**src/rtl/score_bcd_converter_pkg.sv**
```systemverilog
// Shared constants and state encoding for the score binary-to-BCD converter.
// Imported by the converter top and by the per-digit adjust cell.
package score_bcd_converter_pkg;

   typedef enum logic {
      ST_IDLE  = 1'b0,
      ST_SHIFT = 1'b1
   } state_e;

   localparam int         BCD_W          = 4;
   localparam logic [3:0] BCD_ADJ_THRESH = 4'd5;
   localparam logic [3:0] BCD_ADJ_ADD    = 4'd3;
   localparam logic [3:0] BCD_NINE       = 4'h9;

endpackage

```
**src/rtl/bcd_digit_adj.sv**
```systemverilog
// Combinational shift-and-add-3 correction for one BCD nibble.
// Adds 3 when the nibble is 5 or more, so the following left shift carries into the next digit.
module bcd_digit_adj
   import score_bcd_converter_pkg::*;
(
   input  logic [BCD_W-1:0] digit_i,
   output logic [BCD_W-1:0] digit_o
);

   assign digit_o = (digit_i >= BCD_ADJ_THRESH) ? (digit_i + BCD_ADJ_ADD) : digit_i;

endmodule

```
**src/rtl/score_bcd_converter.sv**
```systemverilog
// Sequential binary-to-BCD converter (shift-and-add-3) feeding the seven-segment display driver.
// One conversion per start handshake; result and overflow flag are registered and held until the next one.
module score_bcd_converter
   import score_bcd_converter_pkg::*;
#(
   parameter int BIN_W  = 11,
   parameter int DIGITS = 4
) (
   input  logic                      clk,
   input  logic                      rst,
   input  logic                      start,
   input  logic [BIN_W-1:0]          bin_in,
   output logic                      busy,
   output logic                      done,
   output logic [BCD_W*DIGITS-1:0]   bcd_out,
   output logic                      overflow
);

   localparam int SCR_W = BCD_W * (DIGITS + 1);
   localparam int OUT_W = BCD_W * DIGITS;
   localparam int CNT_W = $clog2(BIN_W + 1);
   localparam logic [OUT_W-1:0] ALL_NINES = {DIGITS{BCD_NINE}};

   if (BIN_W < 1 || DIGITS < 1) begin : g_bad_params
      $error("score_bcd_converter: BIN_W and DIGITS must both be at least 1");
   end

   state_e             state_q;
   logic               busy_q;
   logic               done_q;
   logic               ovf_q;
   logic               sticky_q;
   logic [OUT_W-1:0]   bcd_q;
   logic [SCR_W-1:0]   scr_q;
   logic [BIN_W-1:0]   bin_q;
   logic [CNT_W-1:0]   cnt_q;

   logic [SCR_W-1:0]   scr_adj;
   logic [SCR_W-1:0]   scr_d;
   logic [BIN_W-1:0]   bin_d;
   logic               sticky_d;
   logic               ovf_d;

   // The top nibble is a guard digit: anything landing there means the value needs more than DIGITS digits.
   for (genvar g = 0; g < DIGITS + 1; g++) begin : g_adj
      bcd_digit_adj u_adj (
         .digit_i (scr_q[g*BCD_W +: BCD_W]),
         .digit_o (scr_adj[g*BCD_W +: BCD_W])
      );
   end

   // Bits falling off the guard nibble are remembered so very wide inputs still flag overflow.
   always_comb begin
      scr_d    = {scr_adj[SCR_W-2:0], bin_q[BIN_W-1]};
      bin_d    = bin_q << 1;
      sticky_d = sticky_q | scr_adj[SCR_W-1];
      ovf_d    = sticky_d | (scr_d[SCR_W-1 -: BCD_W] != '0);
   end

   always_ff @(posedge clk or posedge rst) begin
      if (rst) begin
         state_q  <= ST_IDLE;
         busy_q   <= 1'b0;
         done_q   <= 1'b0;
         ovf_q    <= 1'b0;
         sticky_q <= 1'b0;
         bcd_q    <= '0;
         scr_q    <= '0;
         bin_q    <= '0;
         cnt_q    <= '0;
      end else begin
         done_q <= 1'b0;
         case (state_q)
            ST_IDLE: begin
               if (start) begin
                  bin_q    <= bin_in;
                  scr_q    <= '0;
                  sticky_q <= 1'b0;
                  cnt_q    <= CNT_W'(BIN_W);
                  busy_q   <= 1'b1;
                  state_q  <= ST_SHIFT;
               end
            end
            ST_SHIFT: begin
               scr_q    <= scr_d;
               bin_q    <= bin_d;
               sticky_q <= sticky_d;
               cnt_q    <= cnt_q - CNT_W'(1);
               // Last shift: publish the result on the same edge that returns to idle.
               if (cnt_q == CNT_W'(1)) begin
                  state_q <= ST_IDLE;
                  busy_q  <= 1'b0;
                  done_q  <= 1'b1;
                  ovf_q   <= ovf_d;
                  bcd_q   <= ovf_d ? ALL_NINES : scr_d[OUT_W-1:0];
               end
            end
            default: begin
               state_q <= ST_IDLE;
               busy_q  <= 1'b0;
            end
         endcase
      end
   end

   assign busy     = busy_q;
   assign done     = done_q;
   assign bcd_out  = bcd_q;
   assign overflow = ovf_q;

endmodule

```
**config.mk**
```make
export PLATFORM = sky130hd
export DESIGN_NAME = score_bcd_converter
export DESIGN_NICKNAME = d
export VERILOG_FILES = /design/src/rtl/score_bcd_converter_pkg.sv /design/src/rtl/bcd_digit_adj.sv /design/src/rtl/score_bcd_converter.sv
export SDC_FILE = /design/constraint.sdc
export NUM_CORES = 1
export LEC_CHECK = 0
export CAP_MARGIN = 20
export CORE_MARGIN = 10
export CORE_UTILIZATION = 51
export DETAILED_ROUTE_END_ITERATION = 10
export PLACE_DENSITY = 0.74
export SLEW_MARGIN = 25
export SYNTH_ARGS = -nofsm -noshare
export SYNTH_HDL_FRONTEND = slang
export SYNTH_HIERARCHICAL = 1
export SYNTH_SLANG_ARGS = --single-unit
```
**constraint.sdc**
```tcl
create_clock -name clk -period 2.1 [get_ports clk]
set_input_delay 0.315 -clock clk [delete_from_list [all_inputs] [get_ports clk]]
set_output_delay 0.315 -clock clk [all_outputs]
set_load 0.005 [all_outputs]
```
==> flow_summary.ini, run 1 <==
[floorplanning]
die_area_um2 = 8890
start_util = 0.537
die_w_um = 94.3
rows = 26
core-area_um2 = 5240
io_pins = 33
fp.dieH_um = 94.3

[layout]
nNetsFinal = 356
areaGrowthSynthToFinish_pct = 17.1
antenna_cells = 0
drive_gt1_frac = 0.0695

[sta]
hold_viol = 0
fin_crit_ps = 1910
tightest_slew_ps = 399
setup_violations = 0
setup_tns_ps = 0
fin_worst_skew_ps = 4.99
drv_slew = 0
rsz0062_at_grt = false
slew_headroom = 0.734
timing.final.crit_share = 0.908
setup_ws_ps = 193
max_freq_mhz = 524
finalHoldWorstSlack_ps = 303

[job]
drv_cap = 0

[synth]
ys_top_cells_by_area = dfrtp_1, nand2_1, mux2i_1
postSynthAreaPerCell_um2 = 9.38
yosys_warnings = 6
ys_seq_area_frac = 0.498
synth-async-reset-ratio = 1.00
yosysUniqueCellTypes = 26
synth_commonest_cells = nand2_1, dfrtp_1, nor2_1, o21ai_0, nand2b_1
netlist_area_um2 = 2810
synth_cells = 300
synth.most_common_cell = nand2_1
synth_edf_count = 0
synth_area_leader_cell = dfrtp_1
synth.ff_latch_count = 56
yosys.area.top_type_share = 0.498
syn_nets = 326
synthFlopType = dfrtp_1

[setup_path]
cp.required_ps = 2330
worst_r2r_path_depth = 7
crit_path_start = scr_q[16]
arrival_ps = 2140
end_kind = flop
worstReg2RegStart = scr_q[16]
cp-start-kind = flop
cp_max_fo = 9
worst-setup-path-type = reg -> reg

[placement]
port_buffers = 32
hpwlAfterDp_mm = 4.10
pre_cts_slack_ps = 202
place_congestion = 0.833

[clock_network]
numCtsBuffers = 5
hold_buffers = 0
cts-resized-gates = 0
insertion_delay_ps = 310
cts.htree.levels = 2
cts_tree = built
clock_tree.buffer_depth = 2
clk_pin_slew_ps = 100
root_buffer = clkbuf_8
cts_setup_buffers = 0
clock-sinks = 56

[min_path]
hold_path.class = in -> async

[outcome]
status = finished, final reports clean

[global_routing]
grt_pass1_vias = 2094
grt_pass1_wl_mm = 9.72
grt_max_degree = 44
grtUsageTotal = 0.135
grt_overflow = 0
antenna_found_initial = 0

[detailed_routing]
dr.pass1.iters = 4
routed-via-count = 2083
ant_nets = 0
drc = 0
wirelength_mm = 5.57
routedWlPerCell_um = 13.9
routed_via_density = 5.19
dr.first_iter.drc_count = 168

[pwr]
p_leak_nw = 1.49
irDropWorstVdd_uv = 1070
pwr_density_cell_nw_per_um2 = 1430
==> cell type report <==
cell class / instances / area, um^2
fillers: 445 / 1940
repair buffers: 38 / 390
multi-input cells: 214 / 1260
flip-flops and latches: 56 / 1400
clock buffers: 6 / 82.6
well taps: 70 / 87.6
inverters: 15 / 57.6
clock inverters: 2 / 15.0
==> sequential cells by signal, summed over array words and instances (netlist names) <==
signal and count:
scr_q 20, bcd_out 16, bin_q 11, cnt_q 4
busy 1, done 1, overflow 1, state_q 1
sticky_q 1
==> worst max-delay path, cell delays in order, from the launching register on <==
cell      delay (ps)
dfrtp_1          440
ha_1             220
nand2b_1         170
a21oi_2          200
mux2i_1          270
nor2_1            80
and3_1           300
a21oi_1          170
==> cells by family (layout without fill, tap and decap cells) <==
logic type | Yosys count | count (layout) | share of synthesized area
adders and majority gates | 12 | 12 | 0.0534
AOI/OAI and AO/OA | 70 | 70 | 0.149
buffers and inverters | 30 | 61 | 0.0538
muxes | 16 | 16 | 0.0569
DFF | 56 | 56 | 0.498
and+or+nand+nor | 111 | 111 | 0.173
xor gates and xnor gates | 5 | 5 | 0.0156
==> placed cells by master, fill, tap and decap left out <==
cell type and n:
o21ai_1 15, a21oi_1 12, and3_1 1, nor3_1 2
nor2b_1 1, nand4bb_2 1, o22a_1 1, xnor2_1 5
nor2_2 1, nand2_1 58, clkdlybuf4s50_1 32, dfrtp_1 56
mux2i_1 16, buf_12 2, nand2b_1 18, clkbuf_8 6
inv_2 1, ha_1 12, inv_1 13, a21oi_2 5
a22o_1 12, nor2_1 27, buf_4 4, o21ai_0 25
nand3_1 1, clkinv_2 1, or3_1 1, clkinvlp_4 2
==> power breakdown <==
part           switching (mW)  internal, mW
Clock                   0.350         0.268
Combinational            1.12          1.09
Sequential              0.370          1.51
==> path summary, 6_finish.rpt <==
check / end / slack [ps]
max: bcd_out[12] / 190
min: bcd_out[11] / 300
max reg2reg: bcd_out[12] / 190
min in group clk: bin_q[2] / 490
max in group asynchronous: scr_q[7] / 1260
min reg2reg: bin_q[2] / 490
==> metrics by stage <==
| step | total power [mW] | area, um^2 | utilization | std cells |
|---|---|---|---|---|
| 2_1_floorplan | 3.47 | 2810 | - | 300 |
| 3_3_place_gp | 4.03 | 3200 | 0.610 | 393 |
| 3_5_place_dp | 4.13 | 3200 | 0.610 | 393 |
| 4_1_cts | 4.76 | 3290 | 0.629 | 401 |
| 5_1_grt | 5.16 | 3290 | 0.629 | 401 |
| 6_report | 4.71 | 3290 | 0.629 | 401 |
==> metal layers <==
metal,global-route usage,routed length [um]
met5,0,0
met2,0.220,2580
met3,0.0432,300
met4,0.0418,83
met1,0.165,2600
(Power assumes the default switching activity.)
==> run 2, diff against run 1 <==
--- a/config.mk
+++ b/config.mk
@@ -6,10 +6,12 @@
 export NUM_CORES = 1
 export LEC_CHECK = 0
 export CAP_MARGIN = 20
+export CELL_PAD_IN_SITES_DETAIL_PLACEMENT = 0
+export CELL_PAD_IN_SITES_GLOBAL_PLACEMENT = 2
 export CORE_MARGIN = 10
-export CORE_UTILIZATION = 51
+export CORE_UTILIZATION = 35
 export DETAILED_ROUTE_END_ITERATION = 10
-export PLACE_DENSITY = 0.74
+export PLACE_DENSITY_LB_ADDON = 0.1
 export SLEW_MARGIN = 25
 export SYNTH_ARGS = -nofsm -noshare
 export SYNTH_HDL_FRONTEND = slang
==> flow_summary.ini, run 2 (synthesized netlist as in run 1, its figures left out) <==
[outcome]
status = finished, final reports clean

[layout]
largest_reg_flops = 20
fin_cells = 434
areaGrowthSynthToFinish_pct = 19.3
drive_gt1_frac = 0.0783
antenna_cells = 0
final_common_cell = nand2_1
regMostFlops = scr_q
final_cell_mix = nand2_1, dfrtp_1, clkdlybuf4s50_1
nNetsFinal = 358
final_util = 0.432

[sta]
setup_ws_ps = 248
tightest_slew_ps = 497
hold_viol = 0
finalHoldWorstSlack_ps = 353
setup_tns_ps = 0
setup_violations = 0
slew_headroom = 0.668
timing.final.crit_share = 0.882
max_freq_mhz = 540
drv_slew = 0
fin_crit_ps = 1850
fin_worst_skew_ps = 6.14
rsz0062_at_grt = false

[setup_path]
worstReg2RegStart = scr_q[16]
worst_r2r_path_depth = 7
path_cells = ha_1, nand2b_1, a21oi_2, mux2i_1, nor2_1, and3_2, a21oi_1
cp-start-kind = flop
worstSetupPathDepth = 7
cp_max_fo = 9
r2r_end = bcd_out[11]
critPathSlowestCell = dfrtp_1
worst-setup-path-type = reg -> reg
cp.required_ps = 2330
end_kind = flop
arrival_ps = 2090
r2r_setup_slack_ps = 250
cpLargestDelayFamily = simple AND/OR/NAND/NOR gates
slowest_delay_ps = 440
worst-path-buf-inv = 0

[global_routing]
grt_overflow = 0
grt_max_degree = 32
grtUsageTotal = 0.110
grt_pass1_vias = 2010
grt_pass1_wl_mm = 10.4
antenna_found_initial = 0

[detailed_routing]
routedWlPerCell_um = 14.5
routed_via_density = 4.75
routed-via-count = 2063
dr.pass1.iters = 4
dr.first_iter.drc_count = 67
ant_nets = 0
drc = 0
wirelength_mm = 6.29

[placement]
dp.cells = 427
pre_cts_slack_ps = 208
hpwlAfterDp_mm = 4.42
port_buffers = 32
place_congestion = 0.716

[floorplanning]
start_util = 0.362
die_area_um2 = 12000
rows = 32
core-area_um2 = 7770
fp.dieH_um = 110
io_pins = 33
die_w_um = 110

[clock_network]
cts.htree.levels = 2
clock_tree.buffer_depth = 2
cts_setup_buffers = 0
clk_pin_slew_ps = 90
numCtsBuffers = 5
clock-sinks = 56
insertion_delay_ps = 310
root_buffer = clkbuf_8
cts_tree = built

[pwr]
pwr_density_cell_nw_per_um2 = 1410
p_leak_nw = 1.51
irDropWorstVdd_uv = 577

[min_path]
hold_path.class = in -> async

[job]
drv_cap = 0
==> run 2: power by group <==
group          switching [mW]  total (mW)  internal, mW
logic                    1.14        2.23          1.09
registers               0.366        1.88          1.51
clock network           0.337       0.631         0.295
total                    1.84        4.74          2.90
==> run 2: final cells by class <==
cell class                 count  area, um^2
inverter                      15        57.6
clock buffer                   7        96.3
timing repair buffer          40         405
fill                         798        4410
multi-input combinational    214        1270
tap                          102         128
sequential                    56        1400
==> run 2: repair_timing <==
item                                    CTS  global route
hold buffers                              0             0
resized for setup                         0             2
endpoints found under the hold margin     0             0
endpoints found under the setup margin    0             3
==> run 2: per-stage QoR <==
step / total power, mW / area (um^2)
floorplan: 3.47 / 2810
global placement: 4.14 / 3250
detailed placement: 4.15 / 3250
CTS: 4.80 / 3350
global route: 5.22 / 3350
finish: 4.74 / 3350
==> run 2: worst max path at each step <==
stage / startpoint / to / slack [ps]
floorplan: scr_q[16] / bcd_out[12] / 340
global placement: scr_q[16] / bcd_out[11] / 260
detailed placement: scr_q[16] / bcd_out[11] / 210
CTS: scr_q[16] / bcd_out[11] / 180
global route: scr_q[16] / bcd_out[4] / 90
finish: scr_q[16] / bcd_out[11] / 250
==> run 2: layer usage <==
metal | part of all wire | up-vias | GRT usage
li1 | - | 1060 | -
met1 | 0.48 | 976 | 0.150
met2 | 0.46 | 22 | 0.164
met3 | 0.046 | 5 | 0.0293
met4 | 0.011 | 0 | 0.0362
met5 | 0 | - | 0
==> run 3, diff against run 2 <==
--- a/config.mk
+++ b/config.mk
@@ -5,12 +5,13 @@
 export SDC_FILE = /design/constraint.sdc
 export NUM_CORES = 1
 export LEC_CHECK = 0
-export CAP_MARGIN = 20
+export CAP_MARGIN = 15
 export CELL_PAD_IN_SITES_DETAIL_PLACEMENT = 0
 export CELL_PAD_IN_SITES_GLOBAL_PLACEMENT = 2
 export CORE_MARGIN = 10
 export CORE_UTILIZATION = 35
 export DETAILED_ROUTE_END_ITERATION = 10
+export HOLD_SLACK_MARGIN = 0.02
 export PLACE_DENSITY_LB_ADDON = 0.1
 export SLEW_MARGIN = 25
 export SYNTH_ARGS = -nofsm -noshare
==> results of run 3 <==
No change in the layout: final DEF, timing and power equal those of run 2.
